File: config.mk
export PLATFORM = sky130hd
export DESIGN_NAME = fetch_unit
export DESIGN_NICKNAME = d
export VERILOG_FILES = /design/src/rtl/riscv_pkg.sv /design/src/rtl/pc_reg.sv /design/src/rtl/fetch_unit.sv
export SDC_FILE = /design/constraint.sdc
export NUM_CORES = 1
export LEC_CHECK = 0
export ABC_AREA = 1
export CAP_MARGIN = 5
export CORE_MARGIN = 2
export CORE_UTILIZATION = 41
export CTS_BUF_LIST = sky130_fd_sc_hd__clkbuf_8
export CTS_CLUSTER_DIAMETER = 30
export DETAILED_ROUTE_END_ITERATION = 10
export GPL_ROUTABILITY_DRIVEN = 0
export PLACE_DENSITY = 0.79
export SLEW_MARGIN = 30
export SYNTH_ARGS = -nofsm -noshare
export SYNTH_HDL_FRONTEND = slang
export SYNTH_SLANG_ARGS = --single-unit
File: constraint.sdc
create_clock -name clk -period 1.5 [get_ports clk]
set_input_delay 0.375 -clock clk [delete_from_list [all_inputs] [get_ports clk]]
set_output_delay 0.375 -clock clk [all_outputs]
set_load 0.005 [all_outputs]
File: src/rtl/riscv_pkg.sv
// Shared RV32 definitions: widths, NOP encoding, base opcodes and fetch FSM states.
package riscv_pkg;
   localparam int XLEN = 32;
   localparam logic [31:0] NOP_INSTR = 32'h0000_0013;  // addi x0, x0, 0

   localparam logic [6:0] OP_LUI    = 7'b0110111;
   localparam logic [6:0] OP_AUIPC  = 7'b0010111;
   localparam logic [6:0] OP_JAL    = 7'b1101111;
   localparam logic [6:0] OP_JALR   = 7'b1100111;
   localparam logic [6:0] OP_BRANCH = 7'b1100011;
   localparam logic [6:0] OP_LOAD   = 7'b0000011;
   localparam logic [6:0] OP_STORE  = 7'b0100011;
   localparam logic [6:0] OP_IMM    = 7'b0010011;
   localparam logic [6:0] OP_REG    = 7'b0110011;

   typedef enum logic [1:0] {
      S_REQ   = 2'd0,
      S_WAIT  = 2'd1,
      S_FULL  = 2'd2,
      S_DRAIN = 2'd3
   } fetch_state_t;
endpackage

File: src/rtl/pc_reg.sv
// Program counter: synchronous reset to RESET_PC, load beats increment.
module pc_reg #(
   parameter int              XLEN     = 32,
   parameter logic [XLEN-1:0] RESET_PC = '0
) (
   input  logic            clk,
   input  logic            rst,
   input  logic            load,
   input  logic [XLEN-1:0] load_pc,
   input  logic            inc,
   output logic [XLEN-1:0] pc
);
   // Increment wraps naturally at 2^XLEN.
   always_ff @(posedge clk) begin
      if (rst)       pc <= RESET_PC;
      else if (load) pc <= load_pc;
      else if (inc)  pc <= pc + XLEN'(4);
   end
endmodule

File: src/rtl/fetch_unit.sv
// Single-outstanding instruction fetch with one-entry holding register and redirect flush.
module fetch_unit #(
   parameter logic [31:0] RESET_PC = 32'h0000_0000,
   parameter int          XLEN     = riscv_pkg::XLEN
) (
   input  logic            clk,
   input  logic            rst,
   output logic            imem_req,
   output logic [XLEN-1:0] imem_addr,
   input  logic            imem_ready,
   input  logic            imem_rvalid,
   input  logic [XLEN-1:0] imem_rdata,
   input  logic            redirect_valid,
   input  logic [XLEN-1:0] redirect_pc,
   input  logic            stall,
   output logic            if_valid,
   output logic [XLEN-1:0] if_pc,
   output logic [XLEN-1:0] if_instr,
   output logic [6:0]      if_opcode
);
   import riscv_pkg::*;

   fetch_state_t    state, state_n;
   logic            req, capture;
   logic [XLEN-1:0] pc;

   pc_reg #(.XLEN(XLEN), .RESET_PC(XLEN'(RESET_PC))) u_pc (
      .clk     (clk),
      .rst     (rst),
      .load    (redirect_valid),
      .load_pc (redirect_pc & ~XLEN'(3)),
      .inc     (capture),
      .pc      (pc)
   );

   // Redirect outranks every other event in every state.
   always_comb begin
      state_n = state;
      req     = 1'b0;
      capture = 1'b0;
      case (state)
         S_REQ: begin
            req = !redirect_valid;
            if (!redirect_valid && imem_ready) state_n = S_WAIT;
         end
         S_WAIT: begin
            if (redirect_valid)   state_n = imem_rvalid ? S_REQ : S_DRAIN;
            else if (imem_rvalid) begin
               capture = 1'b1;
               state_n = S_FULL;
            end
         end
         S_FULL:  if (redirect_valid || !stall) state_n = S_REQ;
         S_DRAIN: if (imem_rvalid) state_n = S_REQ;
         default: state_n = S_REQ;
      endcase
   end

   always_ff @(posedge clk) begin
      if (rst) begin
         state    <= S_REQ;
         if_valid <= 1'b0;
         if_pc    <= '0;
         if_instr <= XLEN'(NOP_INSTR);
      end else begin
         state    <= state_n;
         if_valid <= (state_n == S_FULL);
         if (capture) begin
            if_instr <= imem_rdata;
            if_pc    <= pc;
         end
      end
   end

   assign imem_req  = req && !rst;
   assign imem_addr = pc;
   assign if_opcode = if_instr[6:0];
endmodule

== After elaboration in Yosys (flattened, before gate mapping) ==
Cells that the tools add are included.
Cells by class
  $add $sub $neg: 1
  equal/unequal tests: 4
  muxes and demuxes: 13
  reductions and logical operators: 9
Operators by type and width (number)
  $mux W32: 2
  $add A32 B3 Y32 const B: 1
  $mux W2: 6
  $pmux W2 S4: 1
  $eq A2 B2 Y1 const B: 3
  $mux W1: 4
  $logic_not A1 Y1: 3
  $eq A2 B1 Y1 const B: 1
  $logic_and A1 B1 Y1: 2
  $logic_not A2 Y1: 1
  $reduce_bool A2 Y1: 1
  $reduce_or A2 Y1: 1
  $logic_or A1 B1 Y1: 1
Word-level totals
  register bits: 99
  input port bits: 70

== Depth between registers and ports, before layout ==
  depth after elaboration: 5
  gate-level depth with buffers: 10

== Cells and area by module ==
A second synthesis with hierarchy kept.
Unflattened totals
  cell total of the unflattened synthesis: 642
  area, all modules: 4579.4 um^2
Modules (own cells, without submodules)
  fetch_unit: instances 1, cells an instance 311, area each 2472.4 um^2, seq. area each 1341.3 um^2
  pc_reg: instances 1, cells an instance 331, area each 2107.0 um^2, seq. area each 640.6 um^2

== Worst setup path before layout ==
OpenSTA, ideal clock, no wires.
  path kind: reg2reg
  start point: register u_pc.pc[3]
  end point: register u_pc.pc[20]
  arrival: 1.289 ns
  required time: 1.390 ns
  slack: 0.101 ns
  stages on the path, launching flop included: 11
  period minus slack after synthesis: 1.399 ns
  cells stage by stage: dfxtp_1 > ha_1 > nand2_1 > nor2_4 > nand2_2 > nor2_4 > nand2_1 > nand2_1 > nand3b_1 > nand2_1 > inv_1
On the way
  cells in the longest elaborated chain, start to end: 3
RTL lines
  start, declared: line pc_reg.sv:11  | output logic [XLEN-1:0] pc
  start signal, assigned: line pc_reg.sv:16  | else if (load) pc <= load_pc;
  start signal, assigned: line pc_reg.sv:17  | else if (inc) pc <= pc + XLEN'(4);
  $add A32 B3 Y32: line pc_reg.sv:17
  $mux W32: line pc_reg.sv:17
  $mux W32: line pc_reg.sv:16
No other way between the ends. The select of a mux whose other input is x is not followed.
A chain may end at the register's enable or synchronous reset.

== Worst setup path in the final report ==
  start point: register u_pc.pc[3]
  end point: register u_pc.pc[14]
The elaborated chain is that of the path after synthesis.

==> out/qor.txt <==
worst vdd ir: 0.000402 V
Iter 0 DRT Violations: 372
H-Tree Depth: 3
post-DP HPWL: 10.0 mm
DP Worst Slack: -0.485 ns
Fin. Hold Viols: 0
max FFs per register: 32
Overflow after GRT: 0
post-synth top area share: 0.419
WL/cell: 14.4 um
Rows: 38
unrepaired setup endpoints after global routing: true
fin area: 7180 um^2
CP max FO: 3
die height: 109 um
cell family with most CP delay: compound AO/OA/AOI/OAI gates
fraction of layout cells with a size suffix above 1: 0.237
CTS tree: yes
period utilization: 0.986
I/O Buffers: 168
Worst Hold Class: input port to flip-flop
fmax: 676 MHz
Area after DPL: 6620 um^2
final worst setup slack: 0.0215 ns
Seq cells post-synth: 95
# setup viols final: 0
outcome: finished clean
final hold slack: 0.267 ns
Async SR Flop Fraction: 0
CP required: 1.78 ns
total chip power: 5200 uW
Worst-path clk slew: 0.10 ns
Post-CTS Hold Buffers: 0
Routed WL: 14.8 mm
drt pass-1 iters: 5
pin count of the biggest net entering global routing: 52
YS warnings: 0
CP dominant cell by count: nand3_1
most common cell in the synthesized netlist: nor2_1
worst-skew pair later-pin latency: 0.36 ns
die width: 109 um
Slew Limit Fails: 0
Num CTS Buffers: 9
slowest CP cell: dfxtp_4
Max clock buf depth: 2
dpl cells: 990
DRC Markers: 0
synth-to-layout area growth: 58.3%
Final nets: 957
Pleak: 0.00339 uW
CP startpoint kind: flip-flop
Synth area leader: dfxtp_1
Setup Skew: 0.0125 ns
Primary FF master, synth: dfxtp_1
Pwr Density: 725 nW/um^2
final cell count without fillers: 1029
Synth area leaders: dfxtp_1 42%, nor2_1 13%, nand2_1 11%
Starting Density: 0.420
Syn Area/Cell: 6.78 um^2
Global Route Usage Sum: 0.236
hold path depth: 2
minimum clock period: 1.48 ns
r2r worst-path depth: 6
Max Cap Viol: 0
die area: 11900 um^2
Crit. path cell count: 6
first-pass GRT wire length: 22.0 mm
worst path cell trace: ha_4, buf_4, nand3_1, o21ai_0, nand3_1, a21oi_1
Bufs and invs on worst path: 1
vias in the first global route: 4582
Cells after Synth: 669
crit-path max cell delay: 0.37 ns
ANT cells: 0
number of synthesized flops with an enable pin: 0
Worst setup EP type: flip-flop
# IOs: 175
crit path DAT: 1.76 ns
DR vias: 5092
Clock Sink Count: 95
mapped cell area: 4530 um^2
most frequent cells after synthesis: 152 x nor2_1, 137 x nand2_1, 95 x dfxtp_1
clock root cell: clkbuf_8
initial antenna violation count: 0
post-route ant nets: 0
Vias/cell: 4.95
register area share after synthesis: 0.419
core area: 10800 um^2
Setup CP Type: flip-flop to flip-flop
Synth cell types: 32
-- cell type report --
| class | instances | area, um^2 |
|---|---|---|
| Sequential cell | 95 | 2020 |
| Multi-Input combinational cell | 478 | 2320 |
| Inverter | 57 | 216 |
| Clock buffer | 10 | 138 |
| Fill cell | 983 | 3610 |
| Tap cell | 140 | 175 |
| Clock inverter | 4 | 48.8 |
| Timing Repair Buffer | 245 | 2260 |
-- cell families (layout without fill, tap and decap cells) --
group,count (synthesis),after routing,share of synthesized area
XOR/XNOR,5,5,0.00966
buffers and inverters,99,316,0.103
flip-flops,95,95,0.419
AO/OA/AOI/OAI,118,118,0.138
adder cells (fa/ha/maj),1,1,0.00276
other,1,4,0.000827
AND/OR/NAND/NOR,350,350,0.326
-- final timing paths --
check,startpoint,endpoint,slack [ns]
min,rst,state[0]$_SDFF_PP0_,0.27
max,u_pc.pc[3]$_SDFFE_PP0P_,u_pc.pc[14]$_SDFFE_PP0P_,0.02
max reg2reg,u_pc.pc[3]$_SDFFE_PP0P_,u_pc.pc[14]$_SDFFE_PP0P_,0.02
min reg2reg,if_pc[29]$_SDFFE_PP0P_,if_pc[29]$_SDFFE_PP0P_,0.46
-- metal layers --
metal  track usage  up-vias  share of wire
li1              -     2537              -
met1         0.291     2325           0.43
met2         0.410      204           0.47
met3        0.0454       26          0.080
met4        0.0806        0          0.019
met5             0        -              0
-- layout by cell type (no fill, tap or decap), drive strengths merged --
cell / netlist / layout
a21oi: 37 / 37
nor2: 164 / 164
a31oi: 2 / 2
clkbuf: 14 / 13
inv: 56 / 57
conb: 1 / 4
a21boi: 4 / 4
nand4: 1 / 1
nand3b: 4 / 4
o211ai: 1 / 1
xor2: 5 / 5
a22oi: 2 / 2
o311ai: 1 / 1
a211oi: 5 / 5
clkinvlp: 0 / 2
bufinv: 0 / 1
clkdlybuf4s50: 0 / 64
clkinv: 1 / 1
nand3: 27 / 27
ha: 1 / 1
nand2: 143 / 143
dfxtp: 95 / 95
o21ai: 66 / 66
dlymetal6s2s: 0 / 1
and2: 2 / 2
dlygate4sd2: 0 / 99
clkdlybuf4s15: 0 / 1
buf: 28 / 77
nor3: 9 / 9
-- worst register-to-register path, stage by stage, from the launching register on --
cell,delay [ns]
dfxtp_4,0.37
ha_4,0.16
buf_4,0.11
nand3_1,0.20
o21ai_0,0.29
nand3_1,0.11
a21oi_1,0.17
-- power by group --
group / internal, uW / total, uW / switching [uW]
combinational: 463 / 853 / 390
sequential: 2610 / 2680 / 69.3
clock: 793 / 1680 / 883
total: 3860 / 5200 / 1340
-- stage by stage --
step                       util  TNS, ns
after floorplan               -        0
after global placement    0.614   -27.49
after detailed placement  0.614   -30.90
after CTS                 0.644  -0.0431
after global routing      0.665   -0.179
final                     0.665        0
-- what timing repair did --
| item | 4_1_cts | 5_1_grt |
|---|---|---|
| resized for setup | 187 | 50 |
| setup endpoints to repair | 127 | 45 |
| pin swaps | 1 | 22 |
| buffers inserted | 19 | 5 |
| gates cloned | 0 | 2 |
Power figures use the tool's default switching activity.
==> edit, RTL diff (same settings) <==
`XLEN` is set to 32 in 2 places; all go to 64.
--- a/src/rtl/riscv_pkg.sv
+++ b/src/rtl/riscv_pkg.sv
@@ -1,6 +1,6 @@
 // Shared RV32 definitions: widths, NOP encoding, base opcodes and fetch FSM states.
 package riscv_pkg;
-   localparam int XLEN = 32;
+   localparam int XLEN = 64;
    localparam logic [31:0] NOP_INSTR = 32'h0000_0013;  // addi x0, x0, 0
 
    localparam logic [6:0] OP_LUI    = 7'b0110111;
--- a/src/rtl/pc_reg.sv
+++ b/src/rtl/pc_reg.sv
@@ -1,6 +1,6 @@
 // Program counter: synchronous reset to RESET_PC, load beats increment.
 module pc_reg #(
-   parameter int              XLEN     = 32,
+   parameter int              XLEN     = 64,
    parameter logic [XLEN-1:0] RESET_PC = '0
 ) (
    input  logic            clk,
Ports: changed (5 resized); port bits go from 175 to 335. The function was not compared with the original's and may differ.
==> edit against the original RTL <==
The flow now finishes with violations (negative setup slack); synthesized cell count rose by 110%; worst setup slack got worse by 0.41 ns; total power rose by 110%; fmax fell by 22%; design area rose by 130%; sequential cell count rose by 96; area after synthesis rose by 110%; routed wire length rose to 3.0 times the old value; cell count rose by 120%; combinational power rose to 2.5 times the old value; first-iteration DRC count rose to 3.6 times the old value.
==> edit: results (changes against the original RTL) <==
fraction of layout instances using a drive strength above 1 -> 38.1% (was 23.7%)
Arrival @ worst endpoint -> 2.30 ns (was 1.76 ns)
Post-DP Area -> 14400 um2 (was 6620 um2)
number of cells in the finished layout apart from fillers -> 2290 (was 1029)
count of buffers from port buffering -> 328 (was 168)
distinct cell type count of the synthesized netlist -> 41 (was 32)
initial detailed-routing violation count -> 1357 (was 372)
worst-path maximum fanout -> 4 (was 3)
# placed instances -> 2150 (was 990)
failing checks -> negative setup slack
Total Routed Length -> 44.9 mm (was 14.8 mm)
Post-Syn Instances -> 1408 (was 669)
delay-heaviest family, CP -> simple AND/OR/NAND/NOR gates (was compound AO/OA/AOI/OAI gates)
post-DP HPWL -> 27.5 mm (was 10.0 mm)
critical register-to-register path startpoint -> u_pc.pc[25]$_SDFFE_PP0P_ (was u_pc.pc[3]$_SDFFE_PP0P_)
number of combinational gates with multiple inputs -> 1026 (was 478)
cell with the largest stage delay on the worst path -> sky130_fd_sc_hd__dfxtp_2 (was sky130_fd_sc_hd__dfxtp_4)
Final Skew -> 0.0162 ns (was 0.0125 ns)
signal buffers share of area -> 35.3% (was 31.4%)
worst hold path depth -> 3 (was 2)
Buffers excl. clock -> 638 (was 245)
accumulated negative setup slack -> -10.98 ns (was 0 ns)
Setup crit start -> u_pc.pc[25]$_SDFFE_PP0P_ (was u_pc.pc[3]$_SDFFE_PP0P_)
multi-input combinational cell area -> 5510 um2 (was 2320 um2)
H-Tree Depth -> 4 (was 3)
Setup Slack @ Placement -> -0.587 ns (was -0.485 ns)
endpoint of the worst hold-timing path -> if_instr[1]$_SDFFE_PP1P_ (was state[0]$_SDFF_PP0_)
RR Endpoint -> u_pc.pc[38]$_SDFFE_PP0P_ (was u_pc.pc[14]$_SDFFE_PP0P_)
number of endpoints failing setup at the final stage -> 61 (was 0)
global-route wire length before repair -> 58.6 mm (was 22.0 mm)
proportion of cell area spent on the clock network -> 2.31% (was 2.60%)
Filler Cell Count -> 1590 (was 983)
storage element area -> 4070 um2 (was 2020 um2)
net total in the final layout -> 2127 (was 957)
GRT Total Usage -> 30.7% (was 23.6%)
CTS resizes -> 627 (was 187)
pin count of the biggest net entering global routing -> 68 (was 52)
average via count per standard cell -> 5.52 (was 4.95)
number of synthesized register bits -> 191 (was 95)
number of detailed-routing iterations run before antenna repair -> 10 (was 5)
result of the run -> finished, violations left (was completed)
sequential-to-total area share from yosys stat -> 40.8% (was 41.9%)
fin worst setup slack -> -0.386 ns (was 0.0215 ns)
number of flip-flops in the largest register -> 64 (was 32)
Worst R2R Path Depth -> 9 (was 6)
multi-input gate share of total cell area -> 32.9% (was 32.3%)
count of inverters not on the clock network in the layout -> 118 (was 57)
via count of the first global-routing pass -> 11400 (was 4582)
net load switching power -> 3.37 mW (was 1.34 mW)
-- edit: power groups by stage --
stage | registers (mW) | clock network (mW) | logic (mW)
6_report | 5.40 | 3.45 | 2.16
5_1_grt | 5.42 | 3.71 | 2.29
3_5_place_dp | 5.53 | 0 | 1.80
2_1_floorplan | 5.54 | 0 | 0.604
3_3_place_gp | 5.53 | 0 | 1.77
4_1_cts | 5.39 | 3.43 | 1.87
-- edit: cells by family (layout without fill, tap and decap cells) --
family	count (synthesis)	after routing	synth area share [%]
xor+xnor	12	12	1.12
other cells	1	4	0.0401
fa+ha+maj	1	1	0.134
buf+inv	194	788	8.81
flops	191	191	40.8
compound gates	206	206	12.0
simple gates	803	803	37.1
-- edit: metal layers --
metal | track usage [%] | vias to the layer above | share of wire (%)
met5 | 0 | - | 0
met2 | 55.5 | 885 | 48
met3 | 7.41 | 284 | 11
met4 | 14.0 | 0 | 7.5
li1 | - | 5642 | -
met1 | 34.1 | 5829 | 34
